===== src/rtl/cnt163_pkg.sv =====
// Shared types and widths for the cnt163 interval timer.
package cnt163_pkg;

  localparam int unsigned SLICE_W = 4;

  typedef enum logic [1:0] {
    IDLE  = 2'd0,
    ARMED = 2'd1,
    LOAD  = 2'd2,
    RUN   = 2'd3
  } state_t;

endpackage


===== src/rtl/cnt163_slice.sv =====
// One 163-style 4-bit synchronous counter slice: sync clear, parallel load,
// count when both ENP and ENT are high; RCO forwards ENT at all-ones.
module cnt163_slice
  import cnt163_pkg::*;
(
  input  logic               clk,
  input  logic               rst_n,
  input  logic               load,
  input  logic [SLICE_W-1:0] d,
  input  logic               enp,
  input  logic               ent,
  output logic [SLICE_W-1:0] q,
  output logic               rco
);

  // Counter register: clear beats load beats count.
  always_ff @(posedge clk) begin
    if (!rst_n) begin
      q <= '0;
    end else if (load) begin
      q <= d;
    end else if (enp && ent) begin
      q <= q + SLICE_W'(1);
    end
  end

  assign rco = ent & (q == {SLICE_W{1'b1}});

endmodule


===== src/rtl/cnt163_timer_ctrl.sv =====
// Programmable one-shot / periodic interval timer sequencing a cascade of
// cnt163 slices. Define CNT163_AUTORELOAD_EN to build the periodic reload
// path; without it cfg_periodic is ignored and every run is one-shot.
module cnt163_timer_ctrl
  import cnt163_pkg::*;
#(
  parameter  int unsigned SLICES = 2,
  localparam int unsigned W      = SLICE_W * SLICES
) (
  input  logic         clk,
  input  logic         rst_n,
  input  logic         cfg_valid,
  output logic         cfg_ready,
  input  logic [W-1:0] cfg_period,
  input  logic         cfg_periodic,
  input  logic         start,
  input  logic         stop,
  output logic         busy,
  output logic         tick,
  output logic [W-1:0] count
);

  state_t        state;
  state_t        state_nxt;
  logic [W-1:0]  preset_q;
  logic          periodic;
  logic          cfg_acc;
  logic          terminal;
  logic          run_en;
  logic          reload;
  logic          slice_load;
  logic [SLICES:0] ent_chain;

  assign cfg_acc = cfg_valid && ((state == IDLE) || (state == ARMED));

`ifdef CNT163_AUTORELOAD_EN
  logic periodic_q;

  // Latched run mode, captured with the preset.
  always_ff @(posedge clk) begin
    if (!rst_n) begin
      periodic_q <= 1'b0;
    end else if (cfg_acc) begin
      periodic_q <= cfg_periodic;
    end
  end

  assign periodic = periodic_q;
`else
  logic unused_cfg_periodic;

  assign unused_cfg_periodic = cfg_periodic;
  assign periodic            = 1'b0;
`endif

  // Preset is the two's complement of the period so the count ends at all-ones.
  always_ff @(posedge clk) begin
    if (!rst_n) begin
      preset_q <= '0;
    end else if (cfg_acc) begin
      preset_q <= W'(0) - cfg_period;
    end
  end

  // Terminal count is the ripple carry out of the top slice.
  assign ent_chain[0] = 1'b1;
  assign terminal     = ent_chain[SLICES];

  // stop suppresses reload, load and counting; one-shot holds at terminal.
  assign reload     = (state == RUN) && terminal && periodic && !stop;
  assign slice_load = ((state == LOAD) && !stop) || reload;
  assign run_en     = (state == RUN) && !stop && !terminal;

  // Counter slice cascade, slice 0 in the LSBs.
  for (genvar k = 0; k < SLICES; k++) begin : g_slice
    cnt163_slice u_slice (
      .clk   (clk),
      .rst_n (rst_n),
      .load  (slice_load),
      .d     (preset_q[k*SLICE_W +: SLICE_W]),
      .enp   (run_en),
      .ent   (ent_chain[k]),
      .q     (count[k*SLICE_W +: SLICE_W]),
      .rco   (ent_chain[k+1])
    );
  end

  // Next-state logic.
  always_comb begin
    state_nxt = state;
    case (state)
      IDLE: begin
        if (cfg_acc) state_nxt = ARMED;
      end
      ARMED: begin
        if (stop)       state_nxt = IDLE;
        else if (start) state_nxt = LOAD;
      end
      LOAD: begin
        state_nxt = stop ? IDLE : RUN;
      end
      RUN: begin
        if (stop)                      state_nxt = IDLE;
        else if (terminal && !periodic) state_nxt = ARMED;
      end
      default: state_nxt = IDLE;
    endcase
  end

  // State register and registered status outputs.
  always_ff @(posedge clk) begin
    if (!rst_n) begin
      state     <= IDLE;
      busy      <= 1'b0;
      cfg_ready <= 1'b1;
      tick      <= 1'b0;
    end else begin
      state     <= state_nxt;
      busy      <= (state_nxt == LOAD) || (state_nxt == RUN);
      cfg_ready <= (state_nxt == IDLE) || (state_nxt == ARMED);
      tick      <= (state == RUN) && terminal && !stop;
    end
  end

endmodule

===== config.mk =====
export PLATFORM = sky130hd
export DESIGN_NAME = cnt163_timer_ctrl
export DESIGN_NICKNAME = d
export VERILOG_FILES = /design/src/rtl/cnt163_pkg.sv /design/src/rtl/cnt163_slice.sv /design/src/rtl/cnt163_timer_ctrl.sv
export SDC_FILE = /design/constraint.sdc
export NUM_CORES = 1
export LEC_CHECK = 0
export CORE_MARGIN = 2
export CORE_UTILIZATION = 51
export CTS_BUF_LIST = sky130_fd_sc_hd__clkbuf_8
export DETAILED_ROUTE_END_ITERATION = 6
export PLACE_DENSITY = 0.82
export SLEW_MARGIN = 20
export SYNTH_ARGS = -nofsm -noshare
export SYNTH_HDL_FRONTEND = slang
export SYNTH_SLANG_ARGS = --single-unit

===== constraint.sdc =====
create_clock -name clk -period 2.4 [get_ports clk]
set_input_delay 0.48 -clock clk [delete_from_list [all_inputs] [get_ports clk]]
set_output_delay 0.48 -clock clk [all_outputs]
set_load 0.02 [all_outputs]

# Word level (Yosys, flattened, before mapping)
# Cells that the tools add are included.
# totals
regBits,21
out_inout_bits,11
wordCells,46
# classes
addsub,3
eq_ne,8
n_mux,11
n_bitwise,1
n_reduce_logical,16
# ops
op,count
4-bit two-way mux,4
2-bit two-way mux,6
"4-bit by 1-bit adder with 4-bit output, second input constant",2
"2-bit equality test, second input constant",4
"4-bit equality test, second input constant",2
2-bit case mux with 4 select lines,1
"1-bit by 8-bit subtractor with 8-bit output, first input constant",1
1-bit logical AND,7
"2-bit by 1-bit equality test with 1-bit output, second input constant",2
2-bit zero test,2
2-bit nonzero test,2
1-bit logical OR,3
1-bit zero test,2
1-bit bitwise AND,1

# Logic depth before layout (Yosys ltp)
# logic_depth
word_depth,7
depth_mapped,6

# Cells and area by module
# From an unflattened synthesis, not the netlist that was laid out.
# unflattened
cells_unflattened,119
area_unflattened_um2,1047.3
# modules_own_cells
mod,instances,cells_each,area_each_um2,seq_area_each_um2
cnt163_timer_ctrl,1,73,614.3,260.2
cnt163_slice,2,23,216.5,80.1

# Worst setup path after synthesis
# Ideal clock, no wire load.
# synth_path
path_kind,reg-to-reg
start,register g_slice[0].u_slice.q[0]
end,register g_slice[1].u_slice.q[1]
arrival_time_ns,1.413
required_ns,2.276
slack_ns,0.863
stages_incl_launch_ff,6
path_buffers,0
synth_period_minus_slack_ns,1.537
cell_sequence,dfxtp_1 ha_1 nand4b_2 nor3_2 mux2i_1 a21oi_1
# synth_between
elab_chain_len,6
# synth_rtl
item,line_no,rtl
"start, declared",cnt163_slice.sv:12,"output logic [SLICE_W-1:0] q,"
"start signal, assigned",cnt163_slice.sv:23,q <= q + SLICE_W'(1);
4-bit equality test (*),cnt163_slice.sv:27,assign rco = ent & (q == {SLICE_W{1'b1}});
1-bit bitwise AND,cnt163_slice.sv:27,
1-bit zero test,cnt163_timer_ctrl.sv:72,assign run_en = (state == RUN) && !stop && !terminal;
1-bit logical AND,cnt163_timer_ctrl.sv:72,
1-bit logical AND (*),cnt163_slice.sv:22,end else if (enp && ent) begin
2-bit nonzero test (no source line) (*),--,
"end signal, assigned",cnt163_slice.sv:23,
"end, declared",cnt163_slice.sv:12,
# Every way passes the cells marked *; elsewhere a longest branch is shown, timed or not.
# A chain may end at the register's enable or synchronous reset.

==> flow_metrics.py <==
metrics = {
    "power": {
        "p_leak_nw": 0.481,
        "p_total_mw": 0.662,
        "p_sw_mw": 0.159,
        "swShare_pct": 24.1,
        "p_int_mw": 0.503,
        "pwr-share-seq_pct": 53.3,
        "p_clk_share_pct": 32.8,
        "combPwrFrac_pct": 14.0,
        "power_density_mw_per_mm2": 489,
        "vdd_drop_max_uv": 451,
    },
    "finish": {
        "seq_area_sq_um": 400,
        "n_antenna_cell": 0,
        "drive_gt1_share_pct": 7.95,
        "fin_util_pct": 69.1,
        "final_nets": 170,
        "syn_to_final_growth_pct": 28.5,
        "n_fill_cell": 179,
        "multi_input_area_sq_um": 616,
    },
    "place": {
        "post-place-ws_ns": 0.409,
        "dp_hpwl_um": 1770,
        "io_buffers": 23,
        "gp_congestion": 0.859,
    },
    "timing": {
        "setup_tns_ns": 0,
        "min_period_ns": 1.88,
        "slew_viol_final": 0,
        "fin_crit_sh_pct": 78.3,
        "hold_viol_final": 0,
        "rsz0062_at_grt": "false",
        "relSlewSlack_pct": 74.4,
        "max_freq_ghz": 0.532,
        "hold_ws_ns": 0.458,
        "finalSetupViolCount": 0,
        "clock_skew_ns": 0.00662,
        "worst_pin_slew_ns": 0.381,
        "setup_slack_ns": 0.522,
    },
    "critical_path": {
        "startpoint_type": "flip-flop",
        "worstPathRequired_ns": 1.92,
        "crit_chain": "clkdlybuf4s50_1",
        "cp_max_fo": 9,
        "worstSetupEndpointType": "output port",
        "slowest_stage": "clkdlybuf4s50_1",
        "critPathKind": "reg2out",
        "slowest_delay_ns": 0.66,
        "worstPathArrival_ns": 1.40,
        "crit_buf_inv": 1,
        "cp_top_family": "buffers and inverters",
    },
    "global_routing": {
        "grt-ovfl-total": 0,
        "busiest_layer": "met2",
        "antenna_found_initial": 0,
        "use_met1_pct": 26.7,
        "grt_max_degree": 18,
        "grt_pass1_wl_um": 4220,
        "use_met3_pct": 2.73,
        "grt_use_total_pct": 21.8,
        "grt_pass1_vias": 983,
        "use_met2_pct": 39.9,
    },
    "synthesis": {
        "avgSynthCellArea_sq_um": 8.24,
        "ys_types": 39,
        "netlist_instances": 128,
        "seq_area_frac_synth_pct": 38.0,
        "synth_area_sq_mm": 0.00105,
        "synth.net_count": 145,
        "synth_seq_cells": 20,
        "yosys_warnings": 0,
    },
    "clock_network": {
        "cts_tree": "done",
        "clock-sinks": 20,
        "cts_buffers": 3,
        "clockBufferDepth": 2,
        "clkTransAtPathRegs_ns": 0.07,
        "cts_root_buffer": "clkbuf_8",
        "post_cts_buffers": 0,
        "cts.repair.resized": 0,
        "holdBufCountCts": 0,
        "h-tree-depth": 1,
        "clkLatencyLatePin_ns": 0.26,
    },
    "run": {
        "cap_violations": 0,
    },
    "detailed_routing": {
        "first_pass_iters": 4,
        "drcViolationCount": 0,
        "wl_per_cell_um": 12.8,
        "vias": 984,
        "via_per_inst": 5.53,
        "initialDrtViolationCount": 12,
        "drtAntennaViolNets": 0,
        "totalWireLength_um": 2270,
    },
    "die": {
        "row_count": 16,
        "coreArea_sq_mm": 0.00196,
        "die_area_sq_mm": 0.00245,
        "ios": 25,
        "initial_utilization_pct": 53.8,
        "die_w_um": 49.5,
        "dieHeight_um": 49.5,
    },
    "worst_hold_path": {
        "hold_class": "reg2reg",
    },
    "run_status": {
        "status": "completed",
    },
}
[final cells by class]
cell class              count  area share, %
repair buffers             25           18.1
well taps                  27           2.49
multi-input cells          98           45.4
clock buffers               3           3.05
inverters                   5           1.39
flip-flops and latches     20           29.5
[power by group through the flow]
stage          sequential [mW]  clock (mW)  combinational [mW]
2_1_floorplan            0.361           0              0.0489
3_3_place_gp             0.360           0              0.0887
3_5_place_dp             0.360           0              0.0920
4_1_cts                  0.353       0.221              0.0927
5_1_grt                  0.355       0.232               0.104
6_report                 0.353       0.217              0.0925
[cell families after synthesis]
group	synth area share, %
AOI/OAI and AO/OA	20.2
adders and majority gates	3.56
muxes	0.949
buffers and inverters	3.68
and+or+nand+nor	30.4
DFF	38.0
xor gates and xnor gates	3.32
[state kept, by name, summed over array words and instances (netlist names)]
signal / flops
preset_q: 8
g_slice.u_slice.q: 8
cfg_ready: 1
tick: 1
state: 2
[cells in the mapped netlist, drive strengths merged]
cell type / n / area, sq um
o211ai: 2 / 15.0
nor3b: 1 / 7.51
a21oi: 14 / 70.1
o31a: 1 / 8.76
o21ai: 11 / 55.1
nand3: 9 / 50.1
xnor2: 3 / 26.3
nand2b: 7 / 43.8
o22ai: 2 / 12.5
a211oi: 1 / 7.51
or4b: 1 / 10.0
or2: 1 / 6.26
o31ai: 1 / 7.51
buf: 1 / 5.00
mux2i: 1 / 10.0
inv: 4 / 15.0
ha: 3 / 37.5
nand2: 15 / 56.3
and4: 1 / 10.0
clkbuf: 4 / 15.0
and2b: 2 / 15.0
xor2: 1 / 8.76
nor3: 5 / 35.0
and3: 1 / 6.26
dfxtp: 20 / 400
or3: 1 / 6.26
o22a: 1 / 8.76
a31oi: 3 / 18.8
nand4b: 2 / 23.8
nand3b: 1 / 7.51
nor2: 4 / 15.0
o2111ai: 1 / 8.76
clkinv: 1 / 3.75
nor4: 2 / 27.5
[layer usage]
layer  routed length (um)  part of all wire [%]
met2                 1120                    49
met3                   83                   3.7
met1                 1050                    46
met5                    0                     0
met4                   23                   1.0
[per-stage QoR]
stage	instance area, sq um	cells
after detailed placement	1310	175
final	1360	178
after CTS	1360	178
after global placement	1310	175
after global routing	1360	178
after floorplan	1050	128
[path summary, 6_finish.rpt]
path,start,slack (ns),end,depth (start not counted)
min reg2reg,preset_q[4],0.46,preset_q[4],2
max reg2reg,g_slice[0].u_slice.q[0],0.83,g_slice[1].u_slice.q[1],5
max,state[1],0.52,busy,1
min,preset_q[4],0.46,preset_q[4],2
[cell usage in the layout, fill, tap and decap left out, types with 2 or more instances in the layout]
| master | n |
|---|---|
| xnor2_1 | 3 |
| clkdlybuf4s50_1 | 23 |
| o211ai_1 | 2 |
| a21oi_1 | 14 |
| and2b_1 | 2 |
| nand2_1 | 15 |
| clkbuf_8 | 3 |
| nor3_1 | 3 |
| nor2_1 | 4 |
| o22ai_1 | 2 |
| buf_4 | 2 |
| o21ai_1 | 2 |
| nand2b_1 | 7 |
| inv_1 | 4 |
| nand3_1 | 8 |
| nor3_2 | 2 |
| a31oi_1 | 3 |
| o21ai_0 | 9 |
| ha_1 | 3 |
| dfxtp_1 | 20 |
No activity file was read; power rests on OpenSTA's default activity.
